`src/rtl/dmem_rd_assembler.sv`:
```
// Gathers LANE_W-bit memory beats into one DATA_W-bit load result, with sized access,
// zero/sign extension and selectable lane order. The block restarts on any start, even mid-load.
//
// state  | meaning
// S_IDLE | no load in progress; out_data holds the last result
// S_FILL | collecting beats; busy=1
module dmem_rd_assembler #(
  parameter int DATA_W     = 32,
  parameter int LANE_W     = 8,
  parameter bit BIG_ENDIAN = 1'b0,
  localparam int NLANES    = DATA_W / LANE_W,
  localparam int LG        = $clog2(NLANES),
  localparam int SZ_W      = (LG > 0) ? $clog2(LG + 1) : 1
) (
  input  logic              clk,
  input  logic              rst,
  input  logic              start,
  input  logic [SZ_W-1:0]   size,
  input  logic              sext,
  input  logic              in_valid,
  input  logic [LANE_W-1:0] in_data,
  output logic              busy,
  output logic              done,
  output logic              err,
  output logic [DATA_W-1:0] out_data
);

  localparam int CNT_W = (LG > 0) ? LG : 1;
  localparam int BW    = LG + 1;

  typedef enum logic {S_IDLE, S_FILL} state_t;

  state_t              state_q;
  logic [CNT_W-1:0]    cnt_q;
  logic [BW-1:0]       beats_q;
  logic                sext_q;
  logic                busy_q;
  logic                done_q;
  logic                err_q;
  logic [DATA_W-1:0]   out_q;

  logic                size_bad;
  logic [BW-1:0]       beats_d;
  logic [CNT_W-1:0]    last_cnt;
  logic [CNT_W-1:0]    lane_idx;
  logic                is_last;
  logic [DATA_W-1:0]   lane_wr_d;
  logic [DATA_W-1:0]   ext_wr_d;
  logic                field_msb;

  assign size_bad = size > SZ_W'(LG);
  assign beats_d  = BW'(1) << size;
  assign last_cnt = CNT_W'(beats_q - BW'(1));
  assign lane_idx = BIG_ENDIAN ? (last_cnt - cnt_q) : cnt_q;
  assign is_last  = (cnt_q == last_cnt);

  // Merge the incoming beat, then build the extended variant used on the final beat.
  always_comb begin
    lane_wr_d = out_q;
    for (int l = 0; l < NLANES; l++) begin
      if (CNT_W'(l) == lane_idx) lane_wr_d[l*LANE_W +: LANE_W] = in_data;
    end
    field_msb = 1'b0;
    for (int l = 0; l < NLANES; l++) begin
      if (BW'(l) == beats_q - BW'(1)) field_msb = lane_wr_d[l*LANE_W + LANE_W - 1];
    end
    ext_wr_d = lane_wr_d;
    for (int l = 0; l < NLANES; l++) begin
      if (BW'(l) >= beats_q) ext_wr_d[l*LANE_W +: LANE_W] = {LANE_W{sext_q & field_msb}};
    end
  end

  // start outranks in_valid in every state, so a restart drops the beat presented with it.
  always_ff @(posedge clk) begin
    if (rst) begin
      state_q <= S_IDLE;
      cnt_q   <= '0;
      beats_q <= BW'(1);
      sext_q  <= 1'b0;
      busy_q  <= 1'b0;
      done_q  <= 1'b0;
      err_q   <= 1'b0;
      out_q   <= '0;
    end else begin
      done_q <= 1'b0;
      err_q  <= 1'b0;
      if (start && size_bad) begin
        err_q   <= 1'b1;
        state_q <= S_IDLE;
        busy_q  <= 1'b0;
      end else if (start) begin
        state_q <= S_FILL;
        busy_q  <= 1'b1;
        sext_q  <= sext;
        beats_q <= beats_d;
        cnt_q   <= '0;
        out_q   <= '0;
      end else if (state_q == S_FILL && in_valid) begin
        if (is_last) begin
          out_q   <= ext_wr_d;
          state_q <= S_IDLE;
          busy_q  <= 1'b0;
          done_q  <= 1'b1;
          cnt_q   <= '0;
        end else begin
          out_q <= lane_wr_d;
          cnt_q <= cnt_q + CNT_W'(1);
        end
      end
    end
  end

  assign busy     = busy_q;
  assign done     = done_q;
  assign err      = err_q;
  assign out_data = out_q;

endmodule

```
`config.mk`:
```
export PLATFORM = sky130hd
export DESIGN_NAME = dmem_rd_assembler
export DESIGN_NICKNAME = d
export VERILOG_FILES = /design/src/rtl/dmem_rd_assembler.sv
export SDC_FILE = /design/constraint.sdc
export NUM_CORES = 1
export LEC_CHECK = 0
export BUFFER_PORTS_ARGS = -buffer_cell sky130_fd_sc_hd__buf_4
export CAP_MARGIN = 20
export CORE_MARGIN = 3
export CORE_UTILIZATION = 45
export DETAILED_ROUTE_END_ITERATION = 6
export PLACE_DENSITY = 0.69
export SKIP_CTS_REPAIR_TIMING = 1
export SYNTH_ARGS = -nofsm -noshare
export SYNTH_HDL_FRONTEND = slang
export SYNTH_SLANG_ARGS = --single-unit
```
`constraint.sdc`:
```
create_clock -name clk -period 6.9 [get_ports clk]
set_input_delay 0.345 -clock clk [delete_from_list [all_inputs] [get_ports clk]]
set_output_delay 0.345 -clock clk [all_outputs]
set_load 0.1 [all_outputs]
```
* After elaboration in Yosys (flattened, before gate mapping) *
Cells that the tools add are included.

storage, ports and cells
  bits of input ports = 15
  register bits = 41
  word-level logic and storage cells = 59
  output and inout port bits = 35

cells by class
  muxes and demuxes = 23
  reduce and logical (&&, ||, !) cells = 11
  shift-type cells = 1
  order comparisons = 5
  bitwise operators = 3
  equal/unequal tests = 7
  add/sub/neg operators = 2

operators by type and width
  kind                 number
  $mux 32              3
  $mux 8               8
  $mux 1               9
  $eq 2x3->1 const A   2
  $ge 1x3->1 const A   2
  $ge 2x3->1 const A   2
  $mux 2               3
  $reduce_and 2->1     3
  $eq 2x2->1 const A   2
  $reduce_bool 2->1    2
  $reduce_or 4->1      1
  $eq 1x3->1 const A   1
  $logic_not 3->1      1
  $shl 1x2->3 const A  1
  $sub 3x1->3 const B  1
  $add 2x1->2 const B  1
  $eq 1x2->1 const A   1
  $eq 2x2->1           1
  $gt 2x2->1 const B   1
  $logic_and 1x1->1    2
  $logic_not 2->1      1
  $not 1->1            2
  $reduce_or 2->1      1
  $and 1x1->1          1

* Longest topological paths before layout *
  word-level depth = 11
  gate-level depth with buffers = 7

* Worst setup path before layout *
No wires, ideal clock.

  path kind = register -> register
  start = reg busy (netlist name)
  end = reg out_q[15], in the netlist out_data[15]
  clock period less this slack = 2,388 ps
  setup time = 63 ps
  slack = 4,512 ps
  cell stages (with the launch flop) = 6
  required time = 6,837 ps
  arrival = 2,325 ps
  cell sequence = dfxtp_1 > and3b_1 > nand2b_1 > clkbuf_1 > a2111oi_2 > a221o_1

RTL lines
  what                  line  RTL
  to (signal assigned)  100   out_q <= ext_wr_d;
  to (signal assigned)  106   out_q <= lane_wr_d;
  to (decl)             40    logic [DATA_W-1:0] out_q;

* Worst setup path in the final report *
  start = reg cnt_q[0]
  end = reg out_q[6], in the netlist out_data[6]

on the way
  longest elaborated chain between the ends = 11

RTL lines
  what                    line  RTL
  from (decl)             34    logic [CNT_W-1:0] cnt_q;
  from (signal assigned)  107   cnt_q <= cnt_q + CNT_W'(1);
  $logic_not 2->1         61    if (CNT_W'(l) == lane_idx) lane_wr_d[l*LANE_W +: LANE_W] = in_data;
  $mux 8                  61
  $mux 1 (4 in series)    65    if (BW'(l) == beats_q - BW'(1)) field_msb = lane_wr_d[l*LANE_W + LANE_W - 1];
  $and 1x1->1             69    if (BW'(l) >= beats_q) ext_wr_d[l*LANE_W +: LANE_W] = {LANE_W{sext_q & field_msb}};
  $mux 8                  69
  $mux 32 (*)             99    if (is_last) begin
  $mux 32 (*)             98    end else if (state_q == S_FILL && in_valid) begin
  $mux 32 (*)             91    end else if (start) begin

Every way passes the cells marked *; elsewhere a longest branch is shown, timed or not. The select of a mux whose other input is x is not followed.
A chain may end at the register's enable or synchronous reset.

==> reports/qor.txt <==
Clk sinks = 41
Grt ovf = 0
Pin count of the biggest net entering global routing = 33
Area post-placement = 2520 µm²
DR vias = 1869
Tot Pwr = 547 µW
Clock-pin slew on the worst setup and hold paths = 0.08 ns
Initial core utilization = 0.477
Storage element area = 821 µm²
Worst EP arrival = 2.97 ns
Status = completed
Synth top area cells = dfxtp_1, mux2_2, a32oi_1
Root Buffer = clkbuf_8
Cells along the critical path = inv_1, ha_1, mux2_1, a222oi_1, a2111oi_2, a211o_1
Fill cells = 427
Relative slew slack = 0.339
Hold Startpoint = sext
Gpl congestion = 0.867
TritonCTS Buffers = 5
Wire per inst = 17.1 µm
Commonest cells in the netlist = dfxtp_1, nand2_1, a32oi_1, mux2_2, nor3_1
Synth unique cells = 31
RSZ-0062 raised after global routing = no
Register area share after synthesis = 0.387
Post-layout minimum cycle time = 2.79 ns
Worst path bufs/invs = 1
Die width = 74.6 µm
# DRC = 0
Design area = 2660 µm²
Final nets = 285
Post-route ant nets = 0
Synth Flop Type = dfxtp_1
CTS tree = yes
Asr flop ratio synth = 0
FMAX = 359 MHz
Worst Setup Start Kind = flop
Final critical-path share of the clock period = 0.404
RR Endpoint = out_data[6]
Starting DRT DRC Count = 125
Worst setup path start = cnt_q[0]
Count leader, synth = dfxtp_1
Buffers on Ports = 49
First-pass GRT wire length = 8.47 mm
Ant. Diodes = 0
Slew Limit Fails = 0
Initial antenna violation count = 0
Routed vias/inst = 5.97
# setup viols final = 0
Endpoint class of the critical path = flop
Worst hold path type = input port to flop
WHS Path Cells = 3
# IOs = 50
Total GRT Usage = 0.199
Core area = 4440 µm²
Peak VDD IR = 128 µV
Critical Path RT = 7.08 ns
Clock skew = 0.00916 ns
Total Negative Setup Slacks = 0 ns
Setup ws final = 4.11 ns
Synth warnings = 0
P&R area growth vs syn = 25.5%
Worst-path maximum fanout = 8
Top cell type's share of synthesized area = 0.387
Syn Area/Cell = 9.90 µm²
Number of flops mapped to enable cells by yosys = 0
Routed wire length = 5.36 mm
H-tree depth = 2
Area of the multi-input gates = 1230 µm²
Vias in the first global route = 1724
LEAKAGE = 1.33 nW
Dominant cell type by area after synthesis = dfxtp_1
DP Worst Slack = 4.14 ns
CP max stage cell = a222oi_1
CP top delay family = compound AO/OA/AOI/OAI gates
Hold path endpoint = sext_q
Row Count = 24
Syn Std Cell Area = 2120 µm²
CP max stage delay = 0.68 ns
Worst Reg-to-Reg Cells = 6
Worst-Margin Slew = 0.990 ns
WS Path Type = flop to flop
Power Dens Cells = 206 nW/µm²
Layout cell share with drive strength beyond 1 = 0.303
Die ar. = 5570 µm²
Worst-skew pair later-pin latency = 0.29 ns
Max cap viols = 0
Die H = 74.6 µm
Worst R2R Setup Slack = 4.11 ns
Clock Tree Buf Depth = 2
Worst reg2reg path startpoint = cnt_q[0]
Final Hold Violating Endpoints = 0
Hpwl dp = 3.77 mm
Syn nets = 239
Post-Syn Instances = 214
Yosys reg bits = 41
First-pass DRT Iterations = 5
==> per-stage QoR <==
step            util  std cells  hold slack, ns
6_report       0.598        313           0.302
5_1_grt        0.598        313           0.325
4_1_cts        0.598        313           0.296
3_5_place_dp   0.567        305           0.461
3_3_place_gp   0.567        305           0.460
2_1_floorplan      -        214           0.437
==> report_power, final <==
part           internal, mW  leakage [nW]  switching (mW)
clock                 0.146        0.0687          0.0867
combinational        0.0214         0.934          0.0499
sequential            0.239         0.331         0.00349
total                 0.407          1.33           0.140
==> worst register-to-register path, cell delays in order (launching register included) <==
cell and delay (ns):
dfxtp_1 0.37, inv_1 0.12, ha_1 0.48, mux2_1 0.38, a222oi_1 0.68, a2111oi_2 0.31
a211o_1 0.33
==> registers in the layout (all words and copies together) (netlist names) <==
register  count
cnt_q         2
beats_q       3
out_data     32
done          1
busy          1
sext_q        1
err           1
==> cell families after synthesis <==
family          after synthesis  synth area share
flops                        41             0.387
fa+ha+maj                    10            0.0591
buf+inv                      19            0.0360
xor+xnor                      3            0.0124
simple gates                 60             0.134
mux                          32             0.162
compound gates               49             0.209
==> layout by cell type, fill, tap and decap left out, types with 2 or more instances in the layout <==
cell type / instances
o2111ai_1: 3
o2111a_1: 2
nand2_1: 23
dfxtp_1: 41
a21oi_1: 3
clkbuf_8: 5
nor3_1: 16
a211o_1: 14
mux2i_1: 14
nor3b_1: 2
inv_1: 7
xor2_1: 2
bufinv_16: 2
a32oi_1: 17
nor2b_1: 4
a2111o_1: 2
ha_1: 10
buf_4: 51
a221o_1: 3
nand3_1: 3
a2111oi_2: 2
mux2_2: 17
and2_1: 2
nor2_1: 6
==> worst max-delay path by stage <==
stage,end,slack [ns],depth (start not counted)
3_3_place_gp,out_data[5],4.11,6
4_1_cts,out_data[10],4.13,6
3_5_place_dp,out_data[10],4.14,6
2_1_floorplan,out_data[15],4.51,5
5_1_grt,out_data[12],3.94,6
6_report,out_data[6],4.11,6
==> area by class of cell <==
cell class,instances,share of cell area
inverters,7,0.00988
repair buffers,51,0.144
multi-input cells,154,0.461
clock inverters,3,0.0259
clock buffers,5,0.0259
well taps,52,0.0245
flip-flops and latches,41,0.309
==> layer usage <==
metal	GRT usage	share of wire	up-vias
met5	0	0	-
met4	0.0573	0.020	0
met3	0.0427	0.059	13
met2	0.313	0.46	51
met1	0.276	0.46	892
li1	-	-	913
No activity file was read; power rests on OpenSTA's default activity.
